### src/rtl/pong_pkg.sv
// Shared definitions for the Pong frame-buffer writer.
//   H_RES_DEF / V_RES_DEF : default screen geometry
//   COORD_W               : width of the x/y scan coordinates sent to the renderer
//   RGB_W                 : RGB555 pixel width written to the frame buffer
//   pong_state_e          : scan FSM encoding
package pong_pkg;

  localparam int H_RES_DEF = 800;
  localparam int V_RES_DEF = 600;
  localparam int COORD_W   = 11;
  localparam int RGB_W     = 15;

  typedef enum logic [1:0] {
    ST_IDLE  = 2'd0,
    ST_SCAN  = 2'd1,
    ST_DRAIN = 2'd2
  } pong_state_e;

endpackage

### src/rtl/pong_pix_fifo.sv
// Synchronous pixel FIFO with same-cycle push/pop and an occupancy count.
//   clock, reset     : rising-edge clock, async active-high reset
//   push, push_data  : write an entry (accepted when not full, or when popping)
//   pop              : remove the head entry (ignored when empty)
//   head             : current head entry, all-zero after reset
//   empty, count     : occupancy status
module pong_pix_fifo #(
  parameter int WIDTH = 34,
  parameter int DEPTH = 4,
  localparam int CNT_W = $clog2(DEPTH + 1)
) (
  input  logic             clock,
  input  logic             reset,
  input  logic             push,
  input  logic [WIDTH-1:0] push_data,
  input  logic             pop,
  output logic [WIDTH-1:0] head,
  output logic             empty,
  output logic [CNT_W-1:0] count
);

  localparam int PW = (DEPTH > 1) ? $clog2(DEPTH) : 1;

  logic [WIDTH-1:0] mem_q [DEPTH];
  logic [WIDTH-1:0] mem_d [DEPTH];
  logic [PW-1:0]    wr_ptr_q, wr_ptr_d;
  logic [PW-1:0]    rd_ptr_q, rd_ptr_d;
  logic [CNT_W-1:0] count_q, count_d;
  logic             do_push, do_pop, full;

  function automatic logic [PW-1:0] ptr_inc(input logic [PW-1:0] p);
    return (p == PW'(DEPTH - 1)) ? '0 : p + PW'(1);
  endfunction

  assign empty = (count_q == '0);
  assign full  = (count_q == CNT_W'(DEPTH));
  assign head  = mem_q[rd_ptr_q];
  assign count = count_q;

  always_comb begin
    do_pop   = pop && !empty;
    // A push into a full FIFO is fine as long as the head leaves this cycle.
    do_push  = push && (!full || do_pop);
    mem_d    = mem_q;
    wr_ptr_d = wr_ptr_q;
    rd_ptr_d = rd_ptr_q;
    count_d  = count_q;
    if (do_push) begin
      mem_d[wr_ptr_q] = push_data;
      wr_ptr_d        = ptr_inc(wr_ptr_q);
    end
    if (do_pop) begin
      rd_ptr_d = ptr_inc(rd_ptr_q);
    end
    case ({do_push, do_pop})
      2'b10:   count_d = count_q + CNT_W'(1);
      2'b01:   count_d = count_q - CNT_W'(1);
      default: count_d = count_q;
    endcase
  end

  // Storage is cleared on reset so the head (and the write port) reads zero.
  always_ff @(posedge clock or posedge reset) begin
    if (reset) begin
      for (int i = 0; i < DEPTH; i++) mem_q[i] <= '0;
      wr_ptr_q <= '0;
      rd_ptr_q <= '0;
      count_q  <= '0;
    end else begin
      mem_q    <= mem_d;
      wr_ptr_q <= wr_ptr_d;
      rd_ptr_q <= rd_ptr_d;
      count_q  <= count_d;
    end
  end

endmodule

### src/rtl/pong_fb_writer.sv
// Frame-scan writer between the Pong renderer and the frame-buffer controller.
// On frame_start it sweeps x/y across the screen, samples the renderer result
// RENDER_LAT+1 edges after each issue, and queues RGB555 writes for the
// frame buffer over a valid/ready handshake.
//   clock, reset                 : rising-edge clock, async active-high reset
//   frame_start                  : pulse to start a frame scan
//   x, y, coord_valid            : registered scan coordinate to the renderer
//   pong_cRGB, updatePixel       : renderer result {write_en, R5, G5, B5} and update flag
//   wr_valid/ready, addr, data   : frame-buffer write request
//   busy, frame_done             : scan in progress / frame fully written pulse
//   frame_overrun                : pulse when frame_start arrives while busy
//
// state    | meaning
// ST_IDLE  | waiting for frame_start
// ST_SCAN  | issuing coordinates under FIFO credit
// ST_DRAIN | all coordinates issued, waiting for pipe and FIFO to empty
module pong_fb_writer
  import pong_pkg::*;
#(
  parameter int H_RES      = H_RES_DEF,
  parameter int V_RES      = V_RES_DEF,
  parameter int RENDER_LAT = 0,
  parameter int FIFO_DEPTH = 4,
  parameter int ADDR_W     = 19
) (
  input  logic              clock,
  input  logic              reset,
  input  logic              frame_start,
  output logic [10:0]       x,
  output logic [10:0]       y,
  output logic              coord_valid,
  input  logic [15:0]       pong_cRGB,
  input  logic              updatePixel,
  output logic              wr_valid,
  input  logic              wr_ready,
  output logic [ADDR_W-1:0] wr_addr,
  output logic [14:0]       wr_data,
  output logic              busy,
  output logic              frame_done,
  output logic              frame_overrun
);

  localparam int PIPE_N = RENDER_LAT + 1;
  localparam int CNT_W  = $clog2(FIFO_DEPTH + 1);
  localparam int CW     = CNT_W + 1;
  localparam logic [COORD_W-1:0] X_LAST = COORD_W'(H_RES - 1);
  localparam logic [COORD_W-1:0] Y_LAST = COORD_W'(V_RES - 1);

  pong_state_e state_q, state_d;
  logic [COORD_W-1:0] nx_q, nx_d, ny_q, ny_d;   // next coordinate to issue
  logic [COORD_W-1:0] x_q, x_d, y_q, y_d;
  logic [ADDR_W-1:0]  addr_q, addr_d;            // address of (nx, ny)
  logic               coord_valid_q, coord_valid_d;
  logic               busy_q, busy_d;
  logic               frame_done_q, frame_done_d;
  logic               frame_overrun_q, frame_overrun_d;
  logic               pipe_v_q [PIPE_N];
  logic               pipe_v_d [PIPE_N];
  logic [ADDR_W-1:0]  pipe_a_q [PIPE_N];
  logic [ADDR_W-1:0]  pipe_a_d [PIPE_N];

  logic [CW-1:0]      inflight;
  logic               credit, issue, fifo_push, fifo_pop, fifo_empty;
  logic [CNT_W-1:0]   fifo_count;
  logic [ADDR_W+RGB_W-1:0] fifo_head;

  pong_pix_fifo #(
    .WIDTH (ADDR_W + RGB_W),
    .DEPTH (FIFO_DEPTH)
  ) u_fifo (
    .clock     (clock),
    .reset     (reset),
    .push      (fifo_push),
    .push_data ({pipe_a_q[PIPE_N-1], pong_cRGB[RGB_W-1:0]}),
    .pop       (fifo_pop),
    .head      (fifo_head),
    .empty     (fifo_empty),
    .count     (fifo_count)
  );

  assign wr_valid      = !fifo_empty;
  assign {wr_addr, wr_data} = fifo_head;
  assign fifo_pop      = wr_valid && wr_ready;
  // Pixels not flagged for writing are dropped here; their credit retires anyway.
  assign fifo_push     = pipe_v_q[PIPE_N-1] && updatePixel && pong_cRGB[15];

  assign x             = x_q;
  assign y             = y_q;
  assign coord_valid   = coord_valid_q;
  assign busy          = busy_q;
  assign frame_done    = frame_done_q;
  assign frame_overrun = frame_overrun_q;

  // Credit counts queued pixels plus everything still in the render pipe, so a
  // sampled pixel always finds room. The same-cycle pop is deliberately ignored.
  always_comb begin
    inflight = '0;
    for (int i = 0; i < PIPE_N; i++) inflight = inflight + CW'(pipe_v_q[i]);
    credit = ((CW'(fifo_count) + inflight) < CW'(FIFO_DEPTH));
  end

  always_comb begin
    state_d         = state_q;
    nx_d            = nx_q;
    ny_d            = ny_q;
    x_d             = x_q;
    y_d             = y_q;
    addr_d          = addr_q;
    coord_valid_d   = 1'b0;
    frame_done_d    = 1'b0;
    frame_overrun_d = frame_start && (state_q != ST_IDLE);
    issue           = 1'b0;
    case (state_q)
      ST_IDLE: begin
        if (frame_start) begin
          state_d = ST_SCAN;
          nx_d    = '0;
          ny_d    = '0;
          x_d     = '0;
          y_d     = '0;
          addr_d  = '0;
        end
      end
      ST_SCAN: begin
        if (credit) begin
          issue         = 1'b1;
          x_d           = nx_q;
          y_d           = ny_q;
          coord_valid_d = 1'b1;
          addr_d        = addr_q + ADDR_W'(1);
          if (nx_q == X_LAST) begin
            nx_d = '0;
            if (ny_q == Y_LAST) state_d = ST_DRAIN;
            else                ny_d    = ny_q + COORD_W'(1);
          end else begin
            nx_d = nx_q + COORD_W'(1);
          end
        end
      end
      ST_DRAIN: begin
        if ((inflight == '0) && fifo_empty) begin
          state_d      = ST_IDLE;
          frame_done_d = 1'b1;
        end
      end
      default: state_d = ST_IDLE;
    endcase
    busy_d = (state_d != ST_IDLE);
  end

  always_comb begin
    pipe_v_d[0] = issue;
    pipe_a_d[0] = addr_q;
    for (int i = 1; i < PIPE_N; i++) begin
      pipe_v_d[i] = pipe_v_q[i-1];
      pipe_a_d[i] = pipe_a_q[i-1];
    end
  end

  always_ff @(posedge clock or posedge reset) begin
    if (reset) begin
      state_q         <= ST_IDLE;
      nx_q            <= '0;
      ny_q            <= '0;
      x_q             <= '0;
      y_q             <= '0;
      addr_q          <= '0;
      coord_valid_q   <= 1'b0;
      busy_q          <= 1'b0;
      frame_done_q    <= 1'b0;
      frame_overrun_q <= 1'b0;
      for (int i = 0; i < PIPE_N; i++) begin
        pipe_v_q[i] <= 1'b0;
        pipe_a_q[i] <= '0;
      end
    end else begin
      state_q         <= state_d;
      nx_q            <= nx_d;
      ny_q            <= ny_d;
      x_q             <= x_d;
      y_q             <= y_d;
      addr_q          <= addr_d;
      coord_valid_q   <= coord_valid_d;
      busy_q          <= busy_d;
      frame_done_q    <= frame_done_d;
      frame_overrun_q <= frame_overrun_d;
      pipe_v_q        <= pipe_v_d;
      pipe_a_q        <= pipe_a_d;
    end
  end

endmodule

### config.mk
export PLATFORM = sky130hd
export DESIGN_NAME = pong_fb_writer
export DESIGN_NICKNAME = d
export VERILOG_FILES = /design/src/rtl/pong_pkg.sv /design/src/rtl/pong_pix_fifo.sv /design/src/rtl/pong_fb_writer.sv
export SDC_FILE = /design/constraint.sdc
export NUM_CORES = 1
export LEC_CHECK = 0
export CAP_MARGIN = 20
export CORE_MARGIN = 2
export CORE_UTILIZATION = 45
export CTS_CLUSTER_DIAMETER = 150
export DETAILED_ROUTE_END_ITERATION = 10
export GPL_TIMING_DRIVEN = 0
export PLACE_DENSITY = 0.76
export SLEW_MARGIN = 20
export SYNTH_ARGS = -nofsm -noshare
export SYNTH_HDL_FRONTEND = slang
export SYNTH_SLANG_ARGS = --single-unit
### constraint.sdc
create_clock -name clock -period 11.4 [get_ports clock]
set_input_delay 3.42 -clock clock [delete_from_list [all_inputs] [get_ports clock]]
set_output_delay 3.42 -clock clock [all_outputs]
set_load 0.1 [all_outputs]
==> qor.txt, run 1 <==
status -> finished clean
die area -> 23690 um^2
Tcrit/Tclk final -> 60.03%
Mapped Area -> 10110 um^2
Least-Margin Pin Slew -> 1.056 ns
clock latency at the later pin of the worst-skew pair -> 0.53 ns
worst reg2reg path depth -> 10
largest net degree at the start of global routing -> 103
crit end category -> output port
placed insts -> 1106
# port buffers -> 81
unrepaired setup endpoints after global routing -> false
initial antenna violation count -> 0
Worst Hold Class -> flop to flop
final hold violations -> 0
Reg clk slew, reported paths -> 0.06 ns
filler instances -> 1767
core footprint -> 21960 um^2
DRC errors left -> 0
worst path cell trace -> clkbuf_1, buf_2, mux4_2, clkdlybuf4s50_1
Layout Skew -> 0.01081 ns
1st-iter DRT viols -> 384
share of cells above drive strength 1 -> 27.13%
synthesized instance count -> 743
cell with the most instances after synthesis -> dfrtp_1
Critical Path AT -> 3.42 ns
Final Max Slew Viols -> 0
post-place setup slack -> 5.033 ns
Setup Crit Path Kind -> flop to output port
Async SR Flop Fraction -> 100.0%
top_reg_cell synth -> dfrtp_1
Starting Density -> 46.06%
clock sinks -> 231
vias in the first global route -> 6789
Initial DRT Pass Iterations -> 5
commonest cells in the synthesized netlist -> dfrtp_1, mux2_2, nand2_1, mux4_2, o21ai_0
CTS Buf Count -> 25
Die X -> 153.9 um
sequential-to-total area share from yosys stat -> 57.16%
PnR worst setup slack -> 4.557 ns
routed len/inst -> 18.31 um
detailed placement HPWL -> 13860 um
total number of vias -> 6432
Yosys top cell area share -> 57.16%
Via-to-Cell Ratio -> 5.593
Post-Syn Area per Cell -> 13.61 um^2
Post-CTS Resized -> 0
CP max FO -> 10
Post-Syn Nets -> 774
synthesis-to-finish area growth -> 20.08%
Worst path slowest cell -> clkdlybuf4s50_1
setup repair bufs after CTS -> 0
Netlist cell types -> 47
cell taking the most area after synthesis -> dfrtp_1
CTS tree -> built
Max-Cap Viols -> 0
Seq cells post-synth -> 231
fmax -> 0.1461 GHz
first-pass GRT wire length -> 35090 um
nets -> 884
CTS root buf -> clkbuf_16
final WL -> 21060 um
yosys synthesis warning count -> 0
Final Critical Period -> 6.843 ns
# setup viols final -> 0
die outline height -> 153.9 um
std cell rows -> 54
antenna viol nets, final -> 0
Largest stage delay, worst path -> 0.99 ns
main area contributors after synthesis -> dfrtp_1, mux2_2, mux4_2
GR Util All Layers -> 18.23%
Worst setup SP type -> flop
RD Place Congestion -> 0.8208
Antenna Diode Count -> 0
Post-synth EDFFs -> 0
CP Data Required Time -> 7.98 ns
hold path cells -> 0
I/O pin cnt -> 82
H-tree Lvls -> 1
Hold-fix buffers, CTS -> 0
Finished Layout Cells -> 1150
slew margin rel. -> 29.37%
Clock Tree Buf Depth -> 3
grt total ovfl -> 0
## critical path, delay by kind of cell (launching register included)
| kind | cells | cell delay (ns) |
|---|---|---|
| mux | 1 | 0.58 |
| buf+inv | 3 | 1.97 |
| flops | 1 | 0.36 |
## path summary, 6_finish.rpt
check | slack, ns | from | end
worst min-delay path | 0.41 | addr_q[11] | pipe_a_q[11]
worst max register to register | 8.86 | u_fifo.count[1] | u_fifo.count[2]
max in group asynchronous | 7.38 | reset | u_fifo.mem_q[76]
worst min register to register | 0.41 | addr_q[11] | pipe_a_q[11]
min in group asynchronous | 3.26 | reset | x[6]
worst max-delay path | 4.56 | u_fifo.rd_ptr_q[0] | wr_addr[3]
## flip-flops by register name, summed over array words and instances (netlist names), 3 cells and up
signal        flops
pipe_a_q         19
x                11
y                11
nx_q             11
u_fifo.mem_q    136
ny_q             11
addr_q           19
u_fifo.count      3
## cell type report
class                   count  area, um^2  area share (%)
plain buffers              40       209.0           1.721
clock buffers              36       706.9           5.821
clock inverters             8       100.1          0.8242
inverters                  10       45.04          0.3709
multi-input cells         462        4086           33.65
flip-flops and latches    231        5781           47.60
well taps                 280       350.3           2.885
repair buffers             83       865.8           7.130
## kinds of logic (layout without fill, tap and decap cells)
group                    Yosys count  count (layout)  share of synthesized area [%]
AO/OA/AOI/OAI                     83              83                          4.825
multiplexers                     181             181                          23.85
adder cells (fa/ha/maj)           10              10                          1.311
AND/OR/NAND/NOR                  179             179                          9.637
flip-flops                       231             231                          57.16
XOR/XNOR                           9               9                         0.7794
buffers and inverters             50             177                          2.437
## cells in the final DEF, fill, tap and decap left out, types with 5 or more instances in the layout
master,instances
dfrtp_1,231
mux2_2,133
clkdlybuf4s50_1,81
nand2_1,71
mux4_2,34
o21ai_0,34
clkbuf_16,25
clkbuf_1,24
a21oi_1,22
o31ai_1,18
nand3_1,17
or4_1,16
buf_4,13
nand4_1,13
nor2_1,13
inv_1,9
nand2b_1,9
ha_1,9
buf_2,8
mux2_1,7
or3_1,7
mux2i_1,7
and4_1,5
xor2_1,5
and3_1,5
## routing by layer
| metal | up-vias | share of wire [%] | track usage (%) |
|---|---|---|---|
| met2 | 156 | 49 | 30.95 |
| li1 | 2962 | - | - |
| met1 | 3280 | 45 | 25.02 |
| met3 | 34 | 4.1 | 2.790 |
| met4 | 0 | 1.7 | 4.139 |
| met5 | - | 0 | 0 |
## through the flow
stage	util (%)	hold slack, ns	instance area, um^2	setup TNS [ns]
2_1_floorplan	-	0.3657	10110	0
3_3_place_gp	51.34	0.3812	11270	-286.39
3_5_place_dp	51.63	0.3885	11340	0
4_1_cts	55.30	0.4178	12140	0
5_1_grt	55.30	0.4268	12140	0
6_report	55.30	0.4121	12140	0
Power of run 1 is left out: the tool's default activity adds up to more than one toggle a clock period on the data nets, which glitch-free logic cannot reach.
==> inputs of run 2 (changes only) <==
clock period = 6.7 ns   (was 11.4 ns; I/O delays follow)
==> qor.txt, run 2 (synthesis gave the netlist of run 1 again) <==
routed len/inst -> 18.46 um
Post-CTS Resized -> 0
Layout Skew -> 0.01730 ns
die outline height -> 153.9 um
Critical Path AT -> 3.46 ns
Worst Hold Class -> flop to flop
largest registers -> u_fifo.mem_q: 136 flops, addr_q: 19 flops, pipe_a_q: 19 flops
largest net degree at the start of global routing -> 35
nets -> 890
core footprint -> 21960 um^2
clock sinks -> 231
# port buffers -> 81
Worst setup SP type -> flop
1st-iter DRT viols -> 390
RD Place Congestion -> 0.8041
detailed placement HPWL -> 14450 um
largest reg by FF count -> u_fifo.mem_q
Initial DRT Pass Iterations -> 6
antenna viol nets, final -> 0
unrepaired setup endpoints after global routing -> false
max reg flops -> 136
share of cells above drive strength 1 -> 27.75%
fmax -> 0.1829 GHz
CTS root buf -> clkbuf_16
die area -> 23690 um^2
Antenna Diode Count -> 0
post-layout util -> 55.76%
total number of vias -> 6507
Reg clk slew, reported paths -> 0.06 ns
CP max FO -> 10
Final Critical Period -> 5.467 ns
crit end category -> output port
CP Data Required Time -> 4.69 ns
Max-Cap Viols -> 0
clock latency at the later pin of the worst-skew pair -> 0.52 ns
vias in the first global route -> 6839
first-pass GRT wire length -> 36180 um
setup repair bufs after CTS -> 0
Starting Density -> 46.06%
status -> finished clean
Final Max Slew Viols -> 0
# setup viols final -> 0
Tcrit/Tclk final -> 81.60%
Clock Tree Buf Depth -> 3
DRC errors left -> 0
Hold-fix buffers, CTS -> 0
synthesis-to-finish area growth -> 21.07%
CTS tree -> built
CTS Buf Count -> 25
Setup Crit Path Kind -> flop to output port
H-tree Lvls -> 1
final WL -> 21260 um
Die X -> 153.9 um
GR Util All Layers -> 18.74%
Least-Margin Pin Slew -> 1.059 ns
std cell rows -> 54
grt total ovfl -> 0
initial antenna violation count -> 0
commonest non-fill, non-tap cell in the layout -> dfrtp_1
Via-to-Cell Ratio -> 5.648
most frequent cells in the layout -> dfrtp_1, mux2_2, clkdlybuf4s50_1
I/O pin cnt -> 82
R2R setup slack -> 4.14 ns
final hold violations -> 0
slew margin rel. -> 29.16%
==> run 2: cell types whose count changed in the layout (fill, tap and decap cells not counted), sizes merged <==
cell    change
buf         +6
bufinv      -1
clkbuf      -1
clkinv      -1
inv         -1
==> run 2: worst max-delay path, cell delays in order (launching register included) <==
cell and delay (ns):
dfrtp_1 0.35, clkbuf_1 0.54, buf_2 0.47, mux4_2 0.58
clkdlybuf4s50_1 0.99
==> run 2: layout make-up <==
| class | instances | area [um^2] |
|---|---|---|
| fill | 1766 | 9714 |
| multi-input combinational | 462 | 4086 |
| tap | 280 | 350.3 |
| timing repair buffer | 89 | 985.9 |
| buffer | 40 | 209.0 |
| sequential | 231 | 5781 |
| clock inverter | 5 | 57.56 |
| inverter | 10 | 41.29 |
| clock buffer | 35 | 733.2 |
==> run 2: worst paths after layout <==
kind | startpoint | end | cells past startpoint
min in group asynchronous | reset | u_fifo.mem_q[98] | 2
min | addr_q[18] | pipe_a_q[18] | 0
min reg2reg | addr_q[18] | pipe_a_q[18] | 0
max in group asynchronous | reset | u_fifo.mem_q[69] | 6
max reg2reg | u_fifo.count[1] | u_fifo.count[2] | 10
max | u_fifo.rd_ptr_q[0] | wr_addr[5] | 4
==> run 2: through the flow <==
stage / setup TNS [ns] / setup slack, ns / instance area [um^2] / instances / hold WS [ns]
floorplan: 0 / 1.668 / 10120 / 743 / 0.3657
global placement: -16.48 / -0.09430 / 11280 / 1104 / 0.3802
detailed placement: 0 / 1.715 / 11450 / 1112 / 0.3889
CTS: 0 / 1.156 / 12240 / 1152 / 0.4003
global route: 0 / 1.026 / 12240 / 1152 / 0.4073
finish: 0 / 1.233 / 12240 / 1152 / 0.4027
==> run 2: routing by layer <==
metal,GRT usage [%],part of all wire (%)
met2,31.98,50
met1,25.82,45
met3,2.508,3.5
met4,4.272,1.5
met5,0,0
Power of run 2 is left out for the same reason.
==> inputs of run 3 (changes only) <==
PLACE_DENSITY = 0.79   (was 0.76)
clock period = 4.6 ns   (was 6.7 ns; I/O delays follow)
==> qor.txt, run 3 (synthesis gave the netlist of run 1 again) <==
status -> finished clean
fmax -> 0.2263 GHz
synthesis-to-finish area growth -> 22.15%
Layout Skew -> 0.01052 ns
die outline height -> 153.9 um
Reg clk slew, reported paths -> 0.06 ns
Worst setup SP type -> flop
CTS tree -> built
largest reg by FF count -> u_fifo.mem_q
antenna viol nets, final -> 0
Hold-fix buffers, CTS -> 0
grt total ovfl -> 0
routed len/inst -> 18.61 um
FF/Latch Area -> 5781 um^2
Largest stage delay, worst path -> 0.82 ns
Setup TNS Final -> 0 ns
Via-to-Cell Ratio -> 5.626
hold_ws -> 0.4051 ns
worst path cell trace -> buf_1, clkbuf_1, mux4_2, clkdlybuf4s15_1
# port buffers -> 81
vias in the first global route -> 6817
clock sinks -> 231
CTS Buf Count -> 26
fin area -> 12350 um^2
std cell rows -> 54
final hold violations -> 0
largest net degree at the start of global routing -> 35
CP max FO -> 10
commonest non-fill, non-tap cell in the layout -> dfrtp_1
clock latency at the later pin of the worst-skew pair -> 0.52 ns
Least-Margin Pin Slew -> 1.014 ns
Max-Cap Viols -> 0
placed cell area -> 11460 um^2
detailed placement HPWL -> 14650 um
die area -> 23690 um^2
H-tree Lvls -> 1
unrepaired setup endpoints after global routing -> false
most frequent cells in the layout -> dfrtp_1, mux2_2, nand2_1
Die X -> 153.9 um
CTS root buf -> clkbuf_16
nets -> 891
# setup viols final -> 0
Initial DRT Pass Iterations -> 5
GR Util All Layers -> 18.73%
Critical Path AT -> 3.04 ns
Clock Tree Buf Depth -> 3
max reg flops -> 136
crit end category -> output port
Starting Density -> 46.06%
Worst Hold Class -> flop to flop
Tcrit/Tclk final -> 96.08%
1st-iter DRT viols -> 352
Final Max Slew Viols -> 0
filler instances -> 1726
total number of vias -> 6526
setup repair bufs after CTS -> 0
final WL -> 21590 um
slew margin rel. -> 32.65%
core footprint -> 21960 um^2
share of cells above drive strength 1 -> 29.66%
CP Data Required Time -> 3.22 ns
first-pass GRT wire length -> 36160 um
DRC errors left -> 0
Worst path slowest cell -> clkdlybuf4s15_1
I/O pin cnt -> 82
largest registers -> u_fifo.mem_q: 136 flops, addr_q: 19 flops, pipe_a_q: 19 flops
initial antenna violation count -> 0
RD Place Congestion -> 0.8105
area of the multi-input gates -> 4086 um^2
Antenna Diode Count -> 0
Final Critical Period -> 4.420 ns
Setup Crit Path Kind -> flop to output port
==> run 3: repair_timing <==
| action | 4_1_cts | 5_1_grt |
|---|---|---|
| cloned | 0 | 0 |
| endpoints found under the setup margin | 29 | 17 |
| resized for setup | 29 | 19 |
==> run 3: final timing paths <==
path	from	cells after the start	slack (ns)	end
hold reg to reg	addr_q[18]	0	0.41	pipe_a_q[18]
setup / recovery	u_fifo.rd_ptr_q[1]	4	0.18	wr_addr[9]
hold / removal	addr_q[18]	0	0.41	pipe_a_q[18]
setup reg to reg	u_fifo.count[1]	10	1.95	u_fifo.count[2]
min in group asynchronous	reset	2	1.25	u_fifo.mem_q[25]
max in group asynchronous	reset	5	2.38	u_fifo.mem_q[73]
==> run 3: through the flow <==
stage	instances	util, %	setup WS (ns)
2_1_floorplan	743	-	0.1981
3_3_place_gp	1104	51.36	-1.493
3_5_place_dp	1112	52.19	0.2766
4_1_cts	1160	56.35	0.05292
5_1_grt	1160	56.26	0.008522
6_report	1160	56.26	0.1801
==> run 3: per-layer routing <==
metal,share of wire [%],GRT usage [%],up-vias
met5,0,0,-
met4,1.9,3.916,0
met3,4.4,2.875,37
met2,50,31.66,161
met1,44,25.99,3354
li1,-,-,2974
==> run 3: critical path, delay by kind of cell, from the launching register on <==
| kind | cells | cell delay [ns] |
|---|---|---|
| buffers and inverters | 3 | 1.82 |
| flip-flops | 1 | 0.35 |
| multiplexers | 1 | 0.33 |
==> run 3: final cells by class <==
type,instances,area share (%)
Clock buffer,30,5.804
Buffer,40,1.702
Multi-Input combinational cell,462,33.08
Timing Repair Buffer,89,7.566
Clock inverter,18,1.884
Tap cell,280,2.836
Inverter,10,0.3342
Sequential cell,231,46.79
Power of run 3 is left out for the same reason.
